[src/rtl/pipelined_csel_adder.sv]
// rtl/pipelined_csel_adder.sv - carry-select adder/subtractor split over STAGES register stages
module pipelined_csel_adder #(
    parameter int N      = 32,
    parameter int BLK    = 4,
    parameter int STAGES = 2
) (
    input  logic         clk,
    input  logic         rst,
    input  logic         in_valid,
    output logic         in_ready,
    input  logic [N-1:0] A,
    input  logic [N-1:0] B,
    input  logic         Cin,
    input  logic         sub,
    input  logic         sat,
    output logic         out_valid,
    input  logic         out_ready,
    output logic [N-1:0] Sum,
    output logic         Cout,
    output logic         Overflow
);
    localparam int BPS = (N / BLK) / STAGES;
    localparam int SW  = BPS * BLK;

    logic en;

    assign en       = out_ready | ~out_valid;
    assign in_ready = rst | en;

    for (genvar s = 0; s < STAGES; s++) begin : g_stage
        localparam int LO = s * SW;
        localparam int HI = LO + SW;

        logic            vld_i, cy_i, sub_i, sat_i;
        logic [N-1:LO]   a_i, b_i;
        logic [HI-1:LO]  bb;
        logic [HI-1:LO]  sum_hi;
        logic [HI-1:0]   sum_o;
        logic            c;
        logic [BLK:0]    r0, r1, r;

        // Stage inputs come from the ports for stage 0, else from the previous boundary register
        if (s == 0) begin : g_in
            assign vld_i = in_valid;
            assign a_i   = A;
            assign b_i   = B;
            assign sub_i = sub;
            assign sat_i = sat;
            assign cy_i  = sub ? 1'b1 : Cin;
            assign sum_o = sum_hi;
        end else begin : g_in
            assign vld_i = g_stage[s-1].g_reg.vld_q;
            assign a_i   = g_stage[s-1].g_reg.a_q;
            assign b_i   = g_stage[s-1].g_reg.b_q;
            assign sub_i = g_stage[s-1].g_reg.sub_q;
            assign sat_i = g_stage[s-1].g_reg.sat_q;
            assign cy_i  = g_stage[s-1].g_reg.cy_q;
            assign sum_o = {sum_hi, g_stage[s-1].g_reg.sum_q};
        end

        assign bb = sub_i ? ~b_i[HI-1:LO] : b_i[HI-1:LO];

        always_comb begin
            c      = cy_i;
            sum_hi = '0;
            r0     = '0;
            r1     = '0;
            r      = '0;
            for (int k = 0; k < BPS; k++) begin
                r0 = {1'b0, a_i[LO + k*BLK +: BLK]} + {1'b0, bb[LO + k*BLK +: BLK]};
                r1 = r0 + (BLK+1)'(1);
                // Only the very first block ripples its carry in; all others select
                if (s == 0 && k == 0)
                    r = r0 + (BLK+1)'(c);
                else
                    r = c ? r1 : r0;
                sum_hi[LO + k*BLK +: BLK] = r[BLK-1:0];
                c = r[BLK];
            end
        end

        if (s < STAGES-1) begin : g_reg
            logic          vld_q, cy_q, sub_q, sat_q;
            logic [N-1:HI] a_q, b_q;
            logic [HI-1:0] sum_q;

            always_ff @(posedge clk) begin
                if (rst) begin
                    vld_q <= 1'b0;
                    cy_q  <= 1'b0;
                    sub_q <= 1'b0;
                    sat_q <= 1'b0;
                    a_q   <= '0;
                    b_q   <= '0;
                    sum_q <= '0;
                end else if (en) begin
                    vld_q <= vld_i;
                    cy_q  <= c;
                    sub_q <= sub_i;
                    sat_q <= sat_i;
                    a_q   <= a_i[N-1:HI];
                    b_q   <= b_i[N-1:HI];
                    sum_q <= sum_o;
                end
            end
        end else begin : g_out
            logic         ov;
            logic [N-1:0] sat_val;

            assign ov      = (a_i[N-1] == bb[N-1]) && (sum_o[N-1] != a_i[N-1]);
            assign sat_val = a_i[N-1] ? {1'b1, {(N-1){1'b0}}} : {1'b0, {(N-1){1'b1}}};

            always_ff @(posedge clk) begin
                if (rst) begin
                    out_valid <= 1'b0;
                    Sum       <= '0;
                    Cout      <= 1'b0;
                    Overflow  <= 1'b0;
                end else if (en) begin
                    out_valid <= vld_i;
                    Sum       <= (sat_i && ov) ? sat_val : sum_o;
                    Cout      <= c;
                    Overflow  <= ov;
                end
            end
        end
    end
endmodule

[config.mk]
export PLATFORM = sky130hd
export DESIGN_NAME = pipelined_csel_adder
export DESIGN_NICKNAME = d
export VERILOG_FILES = /design/src/rtl/pipelined_csel_adder.sv
export SDC_FILE = /design/constraint.sdc
export NUM_CORES = 1
export LEC_CHECK = 0
export CORE_MARGIN = 2
export CORE_UTILIZATION = 32
export CTS_BUF_LIST = sky130_fd_sc_hd__clkbuf_2
export DETAILED_ROUTE_END_ITERATION = 10
export PLACE_DENSITY_LB_ADDON = 0.12
export SLEW_MARGIN = 5
export SYNTH_ARGS = -nofsm -noshare
export SYNTH_HDL_FRONTEND = slang
export SYNTH_SLANG_ARGS = --single-unit
export TNS_END_PERCENT = 30
[constraint.sdc]
create_clock -name clk -period 9.57 [get_ports clk]
set_input_delay 1.914 -clock clk [delete_from_list [all_inputs] [get_ports clk]]
set_output_delay 1.914 -clock clk [all_outputs]
set_load 0.01 [all_outputs]
# == After elaboration in Yosys (flattened, before gate mapping) ==
# Index checks and enable logic that the tools add are counted.
# W data, S select, Z words.
# op_classes
add_sub_neg,16
eq_ne,2
muxes,12
bitwise_logic,5
n_reduce_logical,2
# ops
op,count
$mux W32,2
$add A4 B4 Y5,8
$add A5 B1 Y5 const B,7
$mux W5,7
$mux W16,2
$not A16 Y16,2
$add A5 B1 Y5,1
$logic_and A1 B1 Y1,2
$or A1 B1 Y1,2
$eq A1 B1 Y1,1
$mux W1,1
$ne A1 B1 Y1,1
$not A1 Y1,1
# totals
register_bits,87
word_cells,48

# == Longest topological paths before layout ==
# logic_depth
word_depth,12
ltp_mapped,18
mapped_depth_nobuf,15

# == Least setup slack after synthesis ==
# Ideal clock, no wire load.
# synth_path
kind,input-to-reg
startpoint,in sub
endpoint,reg g_stage[0].g_reg.cy_q
setup_time_ns,0.086
t_arrival_ns,5.321
setup_slack_ns,4.163
path_stages,14
path_cell_list,clkbuf_1 > clkbuf_1 > xnor2_1 > fa_1 > fa_1 > nor2b_1 > o21ai_1 > a21boi_1 > a31o_2 > nand4_1 > xnor2_1 > nor4b_1 > xor2_1 > a211oi_1
# synth_via
elab_chain_cells,6
# synth_lines
item,line,text
"start, declared",14,"input logic sub,"
$mux W16,61,assign bb = sub_i ? ~b_i[HI-1:LO] : b_i[HI-1:LO];
$add A4 B4 Y5,70,"r0 = {1'b0, a_i[LO + k*BLK +: BLK]} + {1'b0, bb[LO + k*BLK +: BLK]};"
"$add A5 B1 Y5, on equally long branches","71, 74",
$mux W5 (2 in series),76,r = c ? r1 : r0;
$mux W5 *,76,
"end signal, assigned",90,cy_q <= 1'b0;
"end signal, assigned",98,cy_q <= c;
"end, declared",83,"logic vld_q, cy_q, sub_q, sat_q;"
# Every way passes the cells marked *; elsewhere a longest branch is shown, timed or not.
# A chain may end at the register's enable or synchronous reset.

# == Worst setup path in the final report ==
# Ends and elaborated chain as after synthesis.

==> results_tabular.tex <==
\begin{tabular}{lr}
\hline
Metric & Value \\
\hline
\multicolumn{2}{l}{\textbf{Global route}} \\
\quad Congestion Overflow GR & 0 \\
\quad First-pass GRT wire length & 22300 um \\
\quad Largest net degree at the start of global routing & 85 \\
\quad Met1 track utilization from global routing & between 20\% and 30\% \\
\quad Number of antenna violations at the first check in global routing & 1 \\
\quad Vias in the first global route & roughly 4.5k \\
\quad Combined global-route utilization of all metal layers & $\sim$16\% \\
\quad Met3 Usage GRT & under 10\% \\
\quad Most used routing layer in global routing & met2 \\
\quad GR Layer Usage met2 & between 20 and 30\% \\
\multicolumn{2}{l}{\textbf{Setup path}} \\
\quad Critical-path cell with the highest stage delay & clkdlybuf4s50\_1 \\
\quad Depth of the most critical reg-to-reg path & 15 \\
\quad Worst reg2reg path startpoint & g\_stage[0].g\_reg.sub\_q\$\_SDFFE\_PP0P\_ \\
\quad Endpoint of the lowest-slack register-to-register path & Sum[19]\$\_SDFFE\_PP0P\_ \\
\quad CP Data Arrival Time & 5.92 ns \\
\quad Cells along the critical path & clkdlybuf4s50\_1, xnor2\_1, fa\_1, fa\_1, nor2b\_1, o21ai\_1, a21boi\_1, a31o\_2, nand4\_1, xnor2\_1, nor4b\_1, xor2\_1, a211oi\_1 \\
\quad Peak fanout along the critical path & 18 \\
\quad Crit path largest cell delay & 1.08 ns \\
\quad Critical path class & input port to flip-flop \\
\quad Crit start category & input port \\
\quad Endpoint required time on the critical path & about 10 ns \\
\quad Worst setup EP type & flip-flop \\
\quad Reg2reg setup slack & between 4 and 5 ns \\
\multicolumn{2}{l}{\textbf{Yosys}} \\
\quad Synthesized area divided by synthesized cell count & roughly 8.4 um\^{}2 \\
\quad List of most frequent post-synthesis cells & nand2\_1, dfxtp\_1, a21oi\_1 \\
\quad Area of the mapped netlist & 5330 um\^{}2 \\
\quad Net count after synthesis & about 750 \\
\quad Dominant synthesized flop cell & dfxtp\_1 \\
\quad Dominant cell by count in the synthesized netlist & nand2\_1 \\
\quad Synthesis warning total & 0 \\
\quad Post-synthesis register bit count & 87 \\
\quad Cell count after synthesis & roughly 630 \\
\quad Cell accounting for the most synthesized area & dfxtp\_1 \\
\quad Yosys cell types & 51 \\
\quad Fraction of post-synthesis cell area in the top cell type by area & between 30\% and 40\% \\
\quad Share of flip-flops with an asynchronous set or reset after synthesis & 0\% \\
\quad Cell types with the largest area share after synthesis & dfxtp\_1, ha\_1, xor2\_1, nand2\_1, a21oi\_1 \\
\quad Seq/Total Area, Yosys & between 30\% and 40\% \\
\quad Number of enable flip-flop cells after synthesis & 0 \\
\multicolumn{2}{l}{\textbf{CTS}} \\
\quad Post-CTS setup buffer count & 0 \\
\quad Clock insertion delay at the later pin of the skew report & slightly above 0.6 ns \\
\quad Total CTS buffers & 9 \\
\quad CTS Hold Bufs & 0 \\
\quad TritonCTS clock tree & built \\
\quad Clk root buf & clkbuf\_2 \\
\quad Sink Count & 87 \\
\quad Clock Pin Slew Worst Setup and Hold Paths & 0.23 ns \\
\quad Post-cts repair resize count & 0 \\
\quad H-tree depth reported by CTS & 3 \\
\quad Max clock buf depth & 2 \\
\multicolumn{2}{l}{\textbf{Drt}} \\
\quad Vias per cell & 4.73 \\
\quad Total length of routed wires & around 13000 um \\
\quad Initial drt markers & 190 \\
\quad Number of nets with antenna violations after routing & 0 \\
\quad Post-detailed-route wirelength per cell & between 10 and 15 um \\
\quad DRC violations left & 0 \\
\quad Total vias in the final route & between 4k and 5k \\
\quad Initial DRT Pass Iterations & 4 \\
\multicolumn{2}{l}{\textbf{Timing}} \\
\quad Post-route clock skew & between 0.03 and 0.04 ns \\
\quad RSZ-0062 raised after global routing & no \\
\quad Final setup viols & 0 \\
\quad Hold Vio Cnt, Final & 0 \\
\quad Fmax & 185 MHz \\
\quad Count of final max-slew check failures & 0 \\
\quad Min Hold Slack & roughly 0.47 ns \\
\quad Minimum clock period & between 5 and 6 ns \\
\quad Sum of negative setup slack & 0 ns \\
\quad Final period util & 56.4\% \\
\quad Worst slew margin relative to its limit & a little over a third \\
\quad Tightest Pin Transition & 0.968 ns \\
\multicolumn{2}{l}{\textbf{Floorplanning}} \\
\quad Height of the die & 133 um \\
\quad Top Ports & between 100 and 150 \\
\quad Die boundary width & roughly 130 um \\
\quad Starting utilization of the core area & around a third \\
\quad Core Rows & 47 \\
\quad Core footprint & between 15000 and 20000 um\^{}2 \\
\quad Die area & 17700 um\^{}2 \\
\multicolumn{2}{l}{\textbf{Cells and area}} \\
\quad Final design area excluding fillers & between 6000 and 7000 um\^{}2 \\
\quad Total number of nets in the final design & roughly 840 \\
\quad Layout cell share with drive strength beyond 1 & 6.17\% \\
\quad Final instance count without filler cells & 950 \\
\quad P\&R area growth vs syn & 25.9\% \\
\quad Core Util, Final & between 40\% and 50\% \\
\multicolumn{2}{l}{\textbf{Min path}} \\
\quad Worst Min Path Start & g\_stage[0].g\_reg.sum\_q[3]\$\_SDFFE\_PP0P\_ \\
\quad Hold Path End & g\_stage[0].g\_reg.sum\_q[3]\$\_SDFFE\_PP0P\_ \\
\quad Cell count of the worst hold path & 2 \\
\quad Type of the most critical hold path & flip-flop to flip-flop \\
\multicolumn{2}{l}{\textbf{Power and ir drop}} \\
\quad Pwr Density & roughly 150 nW/um\^{}2 \\
\quad Leak & between 2 and 3 nW \\
\quad Worst ir drop on vdd & roughly 0.055 mV \\
\multicolumn{2}{l}{\textbf{Run status}} \\
\quad Outcome & finished clean \\
\multicolumn{2}{l}{\textbf{Placement}} \\
\quad Placed wire-length estimate after detailed placement & 9850 um \\
\quad \# placed instances & 933 \\
\quad Port Buffers & between 100 and 150 \\
\quad Placed cell area & $\sim$6600 um\^{}2 \\
\quad Routability congestion estimate & 0.835 \\
\multicolumn{2}{l}{\textbf{Job}} \\
\quad Max-cap viol count & 0 \\
\hline
\end{tabular}
==> routing by layer <==
metal	part of all wire (%)	wire, um
met5	0	0
met4	1.5	195
met3	4.1	547
met2	44	5970
met1	50	6710
==> cell type report <==
cell class / count / area [um^2]
fill: 1678 / 9750
tap: 220 / 275
antenna: 1 / 2.50
clock buffer: 9 / 45.0
multi-input combinational: 473 / 3320
inverter: 41 / 154
clock inverter: 7 / 72.6
sequential: 87 / 1740
timing repair buffer: 112 / 1100
==> report_power, final <==
part / total, mW / internal, mW / switching [mW]
Combinational: 0.385 / 0.194 / 0.190
Clock: 0.201 / 0.0609 / 0.140
Sequential: 0.442 / 0.411 / 0.0306
==> layout by cell type, fill, tap and decap left out, types with 8 or more instances in the layout <==
master,instances
clkdlybuf4s50_1,105
nand2_1,96
dfxtp_1,87
a21oi_1,56
nor2_1,45
xor2_1,44
inv_1,41
ha_1,38
xnor2_1,26
nor3_1,20
a211oi_1,17
a22o_1,14
a21o_1,13
nor3b_2,10
nand2b_1,9
fa_1,9
clkbuf_2,9
o21ai_0,8
==> sequential cells by signal, summed over array words and instances, names as in the netlist, 16 cells and up <==
signal               cells
g_stage.g_reg.sum_q     16
g_stage.g_reg.a_q       16
g_stage.g_reg.b_q       16
Sum                     32
==> how the worst max path moves through the flow <==
stage,to,startpoint,slack [ns],cells past startpoint
floorplan,g_stage[0].g_reg.cy_q$_SDFFE_PP0P_,sub,4.16,14
global placement,g_stage[0].g_reg.cy_q$_SDFFE_PP0P_,sub,3.65,13
detailed placement,g_stage[0].g_reg.cy_q$_SDFFE_PP0P_,sub,3.52,13
CTS,in_ready,rst,4.15,6
global route,g_stage[0].g_reg.cy_q$_SDFFE_PP0P_,sub,3.91,13
finish,g_stage[0].g_reg.cy_q$_SDFFE_PP0P_,sub,4.17,13
==> worst max-delay path, delay by kind of cell <==
family                     cells  cell delay [ns]
xor gates and xnor gates       3             0.82
buffers and inverters          1             1.08
adders and majority gates      2             0.89
and+or+nand+nor                3             0.39
AOI/OAI and AO/OA              4             0.81
==> per-stage QoR <==
stage | total power [mW] | setup slack [ns]
floorplan | 0.695 | 4.16
global placement | 0.827 | 3.65
global route | 1.10 | 3.91
finish | 1.03 | 4.17
detailed placement | 0.837 | 3.52
CTS | 1.04 | 4.15
==> cell families (layout without fill, tap and decap cells) <==
family,count (synthesis),in the layout,share of synthesized area (%)
simple gates,223,223,20.7
compound gates,125,125,15.9
flops,87,87,32.7
buf+inv,73,169,5.30
xor+xnor,71,71,11.8
fa+ha+maj,47,47,12.3
mux,7,7,1.34
other cells,0,1,0
No activity file was read; power rests on OpenSTA's default activity.
